===== src/rtl/press_classifier.sv =====
// Classifies a debounced button level into short/long/auto-repeat single-cycle pulses.
// Optional macro PRESS_REPEAT_EN enables the auto-repeat counter in the HELD state.
module press_classifier #(
    parameter int CLK_FREQ  = 100000000,
    parameter int LONG_MS   = 1000,
    parameter int REPEAT_MS = 250
) (
    input  logic clk,
    input  logic reset,
    input  logic btn_level,
    output logic short_press,
    output logic long_press,
    output logic repeat_press,
    output logic held
);

    localparam int LONG_CYCLES   = (CLK_FREQ / 1000) * LONG_MS;
    localparam int REPEAT_CYCLES = (CLK_FREQ / 1000) * REPEAT_MS;
`ifdef PRESS_REPEAT_EN
    localparam int MAX_CYCLES = (LONG_CYCLES > REPEAT_CYCLES) ? LONG_CYCLES : REPEAT_CYCLES;
`else
    localparam int MAX_CYCLES = LONG_CYCLES;
`endif
    localparam int CNT_W = $clog2(MAX_CYCLES);
    localparam logic [CNT_W-1:0] LONG_LAST = CNT_W'(LONG_CYCLES - 1);

    generate
        if (LONG_CYCLES < 2 || REPEAT_CYCLES < 2) begin : g_bad_params
            $error("press_classifier: LONG_CYCLES and REPEAT_CYCLES must both be >= 2");
        end
    endgenerate

    typedef enum logic [1:0] {LOCKOUT, IDLE, PRESSED, HELD} state_t;

    state_t           state_reg, state_next;
    logic [CNT_W-1:0] hold_cnt_reg, hold_cnt_next;
    logic             short_reg, short_next;
    logic             long_reg, long_next;
    logic             held_reg, held_next;

`ifdef PRESS_REPEAT_EN
    localparam logic [CNT_W-1:0] REPEAT_LAST = CNT_W'(REPEAT_CYCLES - 1);
    logic             repeat_reg, repeat_next;
`endif

    always_comb begin
        state_next    = state_reg;
        hold_cnt_next = hold_cnt_reg;
        short_next    = 1'b0;
        long_next     = 1'b0;
`ifdef PRESS_REPEAT_EN
        repeat_next   = 1'b0;
`endif
        case (state_reg)
            // A level already high when we leave reset must be released first.
            LOCKOUT: begin
                hold_cnt_next = '0;
                if (!btn_level) state_next = IDLE;
            end
            IDLE: begin
                if (btn_level) begin
                    state_next    = PRESSED;
                    hold_cnt_next = CNT_W'(1);
                end
            end
            PRESSED: begin
                if (!btn_level) begin
                    short_next    = 1'b1;
                    state_next    = IDLE;
                    hold_cnt_next = '0;
                end else if (hold_cnt_reg == LONG_LAST) begin
                    long_next     = 1'b1;
                    state_next    = HELD;
                    hold_cnt_next = '0;
                end else begin
                    hold_cnt_next = hold_cnt_reg + CNT_W'(1);
                end
            end
            HELD: begin
                if (!btn_level) begin
                    state_next    = IDLE;
                    hold_cnt_next = '0;
                end else begin
`ifdef PRESS_REPEAT_EN
                    if (hold_cnt_reg == REPEAT_LAST) begin
                        repeat_next   = 1'b1;
                        hold_cnt_next = '0;
                    end else begin
                        hold_cnt_next = hold_cnt_reg + CNT_W'(1);
                    end
`else
                    hold_cnt_next = '0;
`endif
                end
            end
        endcase
        held_next = (state_next == PRESSED) || (state_next == HELD);
    end

    always_ff @(posedge clk) begin
        if (reset) begin
            state_reg    <= LOCKOUT;
            hold_cnt_reg <= '0;
            short_reg    <= 1'b0;
            long_reg     <= 1'b0;
            held_reg     <= 1'b0;
`ifdef PRESS_REPEAT_EN
            repeat_reg   <= 1'b0;
`endif
        end else begin
            state_reg    <= state_next;
            hold_cnt_reg <= hold_cnt_next;
            short_reg    <= short_next;
            long_reg     <= long_next;
            held_reg     <= held_next;
`ifdef PRESS_REPEAT_EN
            repeat_reg   <= repeat_next;
`endif
        end
    end

    assign short_press = short_reg;
    assign long_press  = long_reg;
    assign held        = held_reg;
`ifdef PRESS_REPEAT_EN
    assign repeat_press = repeat_reg;
`else
    assign repeat_press = 1'b0;
`endif

endmodule


===== config.mk =====
export PLATFORM = sky130hd
export DESIGN_NAME = press_classifier
export DESIGN_NICKNAME = d
export VERILOG_FILES = /design/src/rtl/press_classifier.sv
export SDC_FILE = /design/constraint.sdc
export NUM_CORES = 1
export LEC_CHECK = 0
export BUFFER_PORTS_ARGS = -buffer_cell sky130_fd_sc_hd__buf_4
export CAP_MARGIN = 40
export CELL_PAD_IN_SITES_DETAIL_PLACEMENT = 1
export CELL_PAD_IN_SITES_GLOBAL_PLACEMENT = 2
export CORE_MARGIN = 1.5
export CORE_UTILIZATION = 30
export DETAILED_ROUTE_END_ITERATION = 8
export PLACE_DENSITY_LB_ADDON = 0.1
export SYNTH_ARGS = -nofsm -noshare
export SYNTH_HDL_FRONTEND = slang
export SYNTH_SLANG_ARGS = --single-unit

===== constraint.sdc =====
create_clock -name clk -period 1.9 [get_ports clk]
set_input_delay 0.095 -clock clk [delete_from_list [all_inputs] [get_ports clk]]
set_output_delay 0.095 -clock clk [all_outputs]
set_load 0.02 [all_outputs]

==> run summary, run 1 <==
Outcome = finished, final reports clean
Clock Skew = 0.00475 ns
CTS sink cnt = 32
Port Buffer Count = 5
Cells after DPL = 322
Die ar. = 6240 sq um
Yosys cell types = 47
First-pass GRT wire length = 9.34 mm
Number of DRC markers in iteration 0 = 39
Vias in the first global route = 1912
Most used routing layer = met2
Worst setup SP type = register
CTS tree = yes
PwrDens = 590 nW/um^2
Pre-antenna DRT Iters = 4
PnR Total Power = 1.42 mW
Cts bufs inserted = 5
DP HPWL = 4.19 mm
Clk_lat worst skew = 0.29 ns
Max Cap Violations = 0
LEAKAGE = 0.878 nW
Die H = 79 um
Placer Congestion = 0.866
Main flop type after synthesis = dfxtp_1
DRC violations left = 0
H-tree levels = 2
FF+latch count, synth = 32
Finished Cell Area = 2400 sq um
Synthesized Nets = 219
Largest net degree at the start of global routing = 22
Total core area = 5540 sq um
Post-synth EDFFs = 0
Seq/Total Area, Yosys = 0.370
Crit path DAT = 2.09 ns
Endpoints failing hold = 0
Met3 global-route usage = 0.0379
Hold WS = 0.0371 ns
Post-Synthesis Cells = 213
Via density = 5.31
Post-route ant nets = 0
Maximum clock insertion buffer count = 2
Synth Cell Area = 1730 sq um
Met1 global-route usage = 0.230
Yosys warns = 0
Vias = 1789
Aggregate global-route resource usage = 0.195
Max IR drop VDD = 0.000315 V
Crit-path max FO = 5
Ys async rst share = 0
DP Area = 2130 sq um
Congestion Overflow GR = 0
Critical Path RT = 2.12 ns
Hold WC Path Type = input pin to register
Crit share post-route = 0.985
Max-slew violations = 0
Max FFs per register = 27
DR WL/cell = 16.8 um
Initial Util = 0.313
Synthesis-to-layout area growth = 38.6%
Antenna cells = 0
I/O pin cnt = 7
Initial antenna violation count = 0
Critical Setup Path Class = register to register
FP Rows = 27
Min Clock Period, post-route = 1.87 ns
Hold depth = 2
RSZ-0062 raised after global routing = yes
Final Non-Filler Cells = 337
Util after Layout = 0.434
Die Wd = 79 um
Share of cells above drive strength 1 = 0.336
R2R cell count = 8
Post-Route WL = 5.66 mm
Grt met2 use = 0.346
Final setup viols = 0
Post-layout net count = 270
Clock-pin transition on the worst setup and hold timing paths = 0.07 ns
Synth Area per Inst = 8.14 sq um
CP endpoint kind = register
Peak Freq = 535 MHz
Root Buffer Master = clkbuf_8
Flop-to-flop setup slack = 0.03 ns
-- cells by family (layout without fill, tap and decap cells) --
kind of cell	Yosys count	after routing	synth area share
AOI/OAI and AO/OA	41	41	0.159
xor gates and xnor gates	11	11	0.0556
adders and majority gates	3	3	0.0217
buffers and inverters	17	69	0.0412
DFF	32	32	0.370
other	1	1	0.00216
and+or+nand+nor	108	108	0.351
-- worst max-delay path: stages (launching register included) --
cell     delay, ns
dfxtp_2       0.34
ha_4          0.16
nand3_4       0.09
nor4_4        0.05
buf_4         0.16
buf_6         0.12
a21oi_4       0.19
or4b_4        0.50
a31oi_4       0.19
-- area by class of cell --
type | count | area, sq um
multi-input cells | 164 | 1120
clock buffers | 8 | 90.1
flip-flops and latches | 32 | 654
well taps | 72 | 90.1
inverters | 8 | 30.0
fillers | 689 | 3140
repair buffers | 53 | 414
-- cells in the mapped netlist, drive strengths merged, types with 2 or more instances --
| cell type | number | area share |
|---|---|---|
| a21oi | 14 | 0.051 |
| o21ai | 6 | 0.017 |
| nand3 | 14 | 0.043 |
| a31oi | 8 | 0.029 |
| a2111oi | 2 | 0.010 |
| dfxtp | 32 | 0.37 |
| nand2 | 16 | 0.036 |
| clkbuf | 5 | 0.011 |
| or2 | 2 | 0.0072 |
| nor3b | 2 | 0.0087 |
| nand4 | 13 | 0.051 |
| nor2 | 17 | 0.037 |
| ha | 3 | 0.022 |
| xnor2 | 4 | 0.020 |
| and3 | 8 | 0.029 |
| nor3 | 21 | 0.067 |
| nor4 | 3 | 0.019 |
| a41oi | 2 | 0.010 |
| inv | 8 | 0.017 |
| buf | 4 | 0.013 |
| xor2 | 7 | 0.035 |
| o21bai | 3 | 0.013 |
| nand2b | 3 | 0.011 |
-- report_power, final --
group | internal, mW | leakage, nW | switching [mW]
Clock | 0.296 | 0.0455 | 0.263
Sequential | 0.680 | 0.262 | 0.00774
Combinational | 0.0682 | 0.571 | 0.102
Total | 1.04 | 0.878 | 0.373
-- routing by layer --
| layer | vias up | part of all wire | wire length, um |
|---|---|---|---|
| met5 | - | 0 | 0 |
| met2 | 19 | 0.49 | 2800 |
| li1 | 882 | - | - |
| met1 | 876 | 0.46 | 2610 |
| met4 | 0 | 0.024 | 138 |
| met3 | 12 | 0.019 | 110 |
-- metrics by stage --
| step | setup WS (ns) | TNS, ns |
|---|---|---|
| CTS | -0.00662 | -0.00662 |
| detailed placement | -0.273 | -2.10 |
| finish | 0.0293 | 0 |
| global placement | -0.0830 | -0.295 |
| floorplan | 0.0538 | 0 |
| global route | -0.0350 | -0.0350 |
-- cell usage in the layout (no fill, tap or decap), types with 2 or more instances in the layout --
cell,count
a21oi_1,11
a21oi_4,2
a31oi_1,7
a41oi_1,2
and3_1,8
buf_4,51
clkbuf_1,2
clkbuf_8,6
dfxtp_1,25
dfxtp_2,5
dfxtp_4,2
ha_4,2
inv_1,8
nand2_1,14
nand2_2,2
nand2b_1,3
nand3_1,11
nand3_2,2
nand4_1,12
nor2_1,17
nor3_1,19
nor3b_1,2
nor4_1,2
o21ai_0,5
o21bai_1,3
or2_2,2
xnor2_1,4
xor2_1,7
-- path summary, 6_finish.rpt --
kind                                          to            start
worst max-delay path            hold_cnt_reg[17]  hold_cnt_reg[0]
worst min-delay path                 short_press        btn_level
worst max register to register  hold_cnt_reg[17]  hold_cnt_reg[0]
worst min register to register   hold_cnt_reg[2]  hold_cnt_reg[2]
-- what timing repair did --
item	in CTS	in global routing
resized for setup	3	29
pin swaps	3	9
setup endpoints to repair	15	25
buffers inserted	2	5
gates cloned	0	0
hold buffers	0	0
Note: power is estimated with default switching activity, not from simulation.
==> run 2, diff against run 1 <==
--- a/config.mk
+++ b/config.mk
@@ -12,7 +12,9 @@
 export CORE_MARGIN = 1.5
 export CORE_UTILIZATION = 30
 export DETAILED_ROUTE_END_ITERATION = 8
+export GPL_TIMING_DRIVEN = 0
 export PLACE_DENSITY_LB_ADDON = 0.1
+export REMOVE_ABC_BUFFERS = 1
 export SYNTH_ARGS = -nofsm -noshare
 export SYNTH_HDL_FRONTEND = slang
 export SYNTH_SLANG_ARGS = --single-unit
==> constraint.sdc (replaced) <==
create_clock -name clk -period 1.9 [get_ports clk]
set_input_delay 0.095 -clock clk [delete_from_list [all_inputs] [get_ports clk]]
set_output_delay 0.095 -clock clk [all_outputs]
set_load 0.1 [all_outputs]
==> run summary, run 2 (same netlist as run 1, synthesis figures left out) <==
Max Cap Violations = 0 (unchanged)
I/O pin cnt = 7 (unchanged)
Pre-antenna DRT Iters = 4 (unchanged)
Congestion Overflow GR = 0 (unchanged)
H-tree levels = 2 (unchanged)
Die H = 79 um (unchanged)
Worst setup SP type = register
Max FFs per register = 27 (unchanged)
Peak Freq = 531 MHz (-0.62%)
DRC violations left = 0 (unchanged)
Port Buffer Count = 5 (unchanged)
FP Rows = 27 (unchanged)
Post-Route WL = 5.10 mm (-10%)
Fillers = 678 (-1.6%)
Via density = 5.39 (+1.5%)
Util after Layout = 0.390 (-0.0431)
Hold WC Path Type = input pin to register
Initial antenna violation count = 0 (unchanged)
Die Wd = 79 um (unchanged)
Maximum clock insertion buffer count = 2 (unchanged)
RSZ-0062 raised after global routing = yes
Most frequent cells in the layout = nor3_1, dfxtp_1, buf_4
Post-route setup TNS = 0 ns (unchanged)
Aggregate global-route resource usage = 0.181 (-0.0138)
Post-route ant nets = 0 (unchanged)
Total core area = 5540 sq um (unchanged)
DP HPWL = 3.40 mm (-19%)
Post-layout net count = 238 (-12%)
Clock Skew = 0.00824 ns (+0.00349 ns)
CP endpoint kind = register
Critical Path RT = 2.13 ns (about the same)
LEAKAGE = 0.715 nW (-19%)
Clk_lat worst skew = 0.29 ns (about the same)
DR WL/cell = 16.7 um (-0.57%)
CTS sink cnt = 32 (unchanged)
Initial Util = 0.313 (unchanged)
Placer Congestion = 0.798 (-7.8%)
Critical Setup Path Class = register to register
PwrDens = 661 nW/um^2 (+12%)
Max-slew violations = 0 (unchanged)
CTS tree = yes
Vias = 1643 (-8.2%)
Largest net degree at the start of global routing = 23 (+4.5%)
Clock-pin transition on the worst setup and hold timing paths = 0.07 ns (about the same)
Root Buffer Master = clkbuf_8
Endpoints failing hold = 0 (unchanged)
Cts bufs inserted = 5 (unchanged)
Outcome = finished, final reports clean
Max IR drop VDD = 0.000272 V (-14%)
Final setup viols = 0 (unchanged)
Crit share post-route = 0.991 (+0.00615)
Vias in the first global route = 1671 (-13%)
Share of cells above drive strength 1 = 0.266 (-0.0698)
First-pass GRT wire length = 8.66 mm (-7.3%)
Slew HR = 0.664
Number of DRC markers in iteration 0 = 64 (+64%)
Crit path DAT = 2.11 ns (+0.02 ns)
Pre-CTS setup slack = -0.387 ns (-0.114 ns)
Die ar. = 6240 sq um (unchanged)
Fin worst setup slack = 0.0176 ns (-0.0117 ns)
Synthesis-to-layout area growth = 24.8%
Min Clock Period, post-route = 1.88 ns (+0.0117 ns)
Crit-path max FO = 6 (+1)
Actual slew at the worst max-slew pin = 0.504 ns
Antenna cells = 0 (unchanged)
## run 2: cell count changes in the layout (fill, tap and decap cells not counted), moves of 2 or more
| cell | delta |
|---|---|
| buf_4 | -31 |
| dfxtp_1 | -5 |
| dfxtp_2 | +4 |
| nand2_2 | -2 |
| nor2_1 | -3 |
| nor2_2 | +2 |
## run 2: final timing paths
check,startpoint,to,slack [ns],cells after the start
max,state_reg[1],hold_cnt_reg[13],0.02,6
min,btn_level,short_press,0.04,2
max reg2reg,state_reg[1],hold_cnt_reg[13],0.02,6
min reg2reg,hold_cnt_reg[26],hold_cnt_reg[26],0.50,1
## run 2: where the power goes
group          internal (mW)  switching (mW)
sequential             0.678          0.0118
combinational         0.0646           0.112
clock                  0.296           0.268
## run 2: cell type report
type	count	area, sq um	share of cell area
clock buffer	8	90.1	0.0416
inverter	8	30.0	0.0139
multi-input combinational	164	1120	0.518
sequential	32	663	0.307
tap	72	90.1	0.0416
timing repair buffer	21	170	0.0787
## run 2: timing repair
action	in CTS	in global routing
pin swaps	4	4
resized for setup	21	17
buffers inserted	11	4
endpoints found under the hold margin	0	0
endpoints found under the setup margin	26	24
gates cloned	0	0
hold buffers	0	0
## run 2: layer usage
metal / routed length (um) / part of all wire / global-route usage / vias up
met5: 0 / 0 / 0 / -
met4: 87 / 0.017 / 0.0614 / 0
met3: 111 / 0.022 / 0.0345 / 9
met2: 2350 / 0.46 / 0.289 / 19
met1: 2550 / 0.50 / 0.244 / 799
li1: - / - / - / 816
## run 2: metrics by stage
step / area, sq um / hold slack, ns / power (mW) / cells
finish: 2160 / 0.0414 / 1.43 / 305
global route: 2160 / 0.0467 / 1.50 / 305
CTS: 2100 / 0.0380 / 1.43 / 301
detailed placement: 1830 / 0.332 / 0.837 / 282
global placement: 1820 / 0.317 / 0.830 / 281
floorplan: 1690 / 0.164 / 0.794 / 204
## run 2: critical path, cell delays in order, from the launching register on
cell,delay [ns]
dfxtp_4,0.37
inv_1,0.07
ha_4,0.17
or3_4,0.41
a21o_4,0.22
or4_1,0.50
nand3_1,0.07
==> run 3, diff against run 2 <==
--- a/config.mk
+++ b/config.mk
@@ -14,6 +14,7 @@
 export DETAILED_ROUTE_END_ITERATION = 8
 export GPL_TIMING_DRIVEN = 0
 export PLACE_DENSITY_LB_ADDON = 0.1
+export RECOVER_POWER = 50
 export REMOVE_ABC_BUFFERS = 1
 export SYNTH_ARGS = -nofsm -noshare
 export SYNTH_HDL_FRONTEND = slang
==> run summary, run 3 (same netlist as run 1, synthesis figures left out) <==
Outcome = finished, final reports clean
Cts bufs inserted = 5 (unchanged)
WL met1 = 2.55 mm (about the same)
Hold WC Path Type = input pin to register
R2R cell count = 6 (unchanged)
First-pass GRT wire length = 8.66 mm (unchanged)
Highest metal used = met4
Max-slew violations = 0 (unchanged)
Min Clock Period, post-route = 1.88 ns (-0.000372 ns)
RSZ-0062 raised after global routing = yes
Post-Route WL = 5.10 mm (about the same)
PwrDens = 662 nW/um^2 (about the same)
Max Cap Violations = 0 (unchanged)
WL met2 = 2.35 mm (unchanged)
Worst setup SP type = register
Antenna cells = 0 (unchanged)
Pre-CTS setup slack = -0.387 ns (unchanged)
Clock-pin transition on the worst setup and hold timing paths = 0.07 ns (about the same)
Crit share post-route = 0.991 (about the same)
Share of cells above drive strength 1 = 0.262 (-0.00429)
Vias in the first global route = 1671 (unchanged)
FP Rows = 27 (unchanged)
Number of DRC markers in iteration 0 = 64 (unchanged)
Die ar. = 6240 sq um (unchanged)
CTS tree = yes
Largest net degree at the start of global routing = 23 (unchanged)
Root Buffer Master = clkbuf_8
Pre-antenna DRT Iters = 4 (unchanged)
LEAKAGE = 0.711 nW (-0.59%)
Worst r2r src = state_reg[1]
Total core area = 5540 sq um (unchanged)
Met3 routed WL = 113 um (+1.8%)
Flop-to-flop setup slack = 0.02 ns (about the same)
Post-route ant nets = 0 (unchanged)
Die Wd = 79 um (unchanged)
Congestion Overflow GR = 0 (unchanged)
Max IR drop VDD = 0.000272 V (about the same)
Slew HR = 0.230 (-0.433)
Actual slew at the worst max-slew pin = 1.16 ns (+0.656 ns)
Die H = 79 um (unchanged)
CTS sink cnt = 32 (unchanged)
Placer Congestion = 0.798 (unchanged)
Fillers = 677 (-0.15%)
Crit path DAT = 2.11 ns (about the same)
Synthesis-to-layout area growth = 24.6%
Clock Skew = 0.00824 ns (unchanged)
Via density = 5.39 (unchanged)
Reg2reg end = hold_cnt_reg[13]
Endpoints failing hold = 0 (unchanged)
Port Buffer Count = 5 (unchanged)
Post-layout net count = 238 (unchanged)
CP endpoint = hold_cnt_reg[13]
Critical Path RT = 2.13 ns (about the same)
Initial antenna violation count = 0 (unchanged)
DP HPWL = 3.40 mm (unchanged)
Peak Freq = 531 MHz (about the same)
Clk_lat worst skew = 0.29 ns (about the same)
Max FFs per register = 27 (unchanged)
Maximum clock insertion buffer count = 2 (unchanged)
I/O pin cnt = 7 (unchanged)
Initial Util = 0.313 (unchanged)
Crit. Startpoint = state_reg[1]
PnR Total Power = 1.43 mW (about the same)
Aggregate global-route resource usage = 0.181 (unchanged)
Critical Setup Path Class = register to register
H-tree levels = 2 (unchanged)
Most frequent cells in the layout = nor3_1, dfxtp_1, buf_4
DR WL/cell = 16.7 um (about the same)
CP endpoint kind = register
Crit-path max FO = 6 (unchanged)
Final setup viols = 0 (unchanged)
Vias = 1643 (unchanged)
Fin worst setup slack = 0.0180 ns (+0.000372 ns)
DRC violations left = 0 (unchanged)
[run 3: layer usage]
layer  GRT usage  vias up
met5           0        -
met4      0.0614        0
met3      0.0345        9
met2       0.289       19
met1       0.244      799
li1            -      816
[run 3: worst min-delay path by stage]
stage                   start               to  slack, ns  depth (start not counted)
detailed placement  btn_level      short_press       0.33                          2
floorplan               reset  hold_cnt_reg[8]       0.16                          1
finish              btn_level      short_press       0.04                          2
global route        btn_level      short_press       0.05                          2
global placement    btn_level      short_press       0.32                          2
CTS                 btn_level      short_press       0.04                          2
[run 3: critical path, cell delays in order, from the launching register on]
cell and delay (ns):
dfxtp_4 0.37, inv_1 0.07, ha_4 0.17, or3_4 0.41
a21o_4 0.22, or4_1 0.50, nand3_1 0.07
[run 3: per-stage QoR]
step,hold slack [ns],setup TNS (ns),std cells,util,instance area [sq um]
floorplan,0.164,-0.0175,204,-,1690
global placement,0.317,-4.93,281,0.328,1820
detailed placement,0.332,-5.77,282,0.330,1830
CTS,0.0380,0,301,0.378,2100
global route,0.0467,-0.0713,305,0.390,2160
finish,0.0414,0,305,0.390,2160
[run 3: area by class of cell]
type / count / area (sq um) / area share
Timing Repair Buffer: 21 / 166 / 0.0771
Multi-Input combinational cell: 164 / 1120 / 0.519
Clock buffer: 8 / 90.1 / 0.0417
Sequential cell: 32 / 663 / 0.307
Inverter: 8 / 30.0 / 0.0139
Tap cell: 72 / 90.1 / 0.0417
[run 3: timing repair]
action | 4_1_cts | 5_1_grt
endpoints found under the setup margin | 26 | 24
resized for setup | 21 | 17
hold buffers | 0 | 0
setup buffers | 11 | 4
hold endpoints to repair | 0 | 0
pin swaps | 4 | 4
[run 3: power breakdown]
part / internal [mW] / total, mW / switching [mW] / leakage (nW)
Combinational: 0.0634 / 0.176 / 0.112 / 0.400
Clock: 0.296 / 0.563 / 0.268 / 0.0455
Sequential: 0.678 / 0.690 / 0.0117 / 0.265
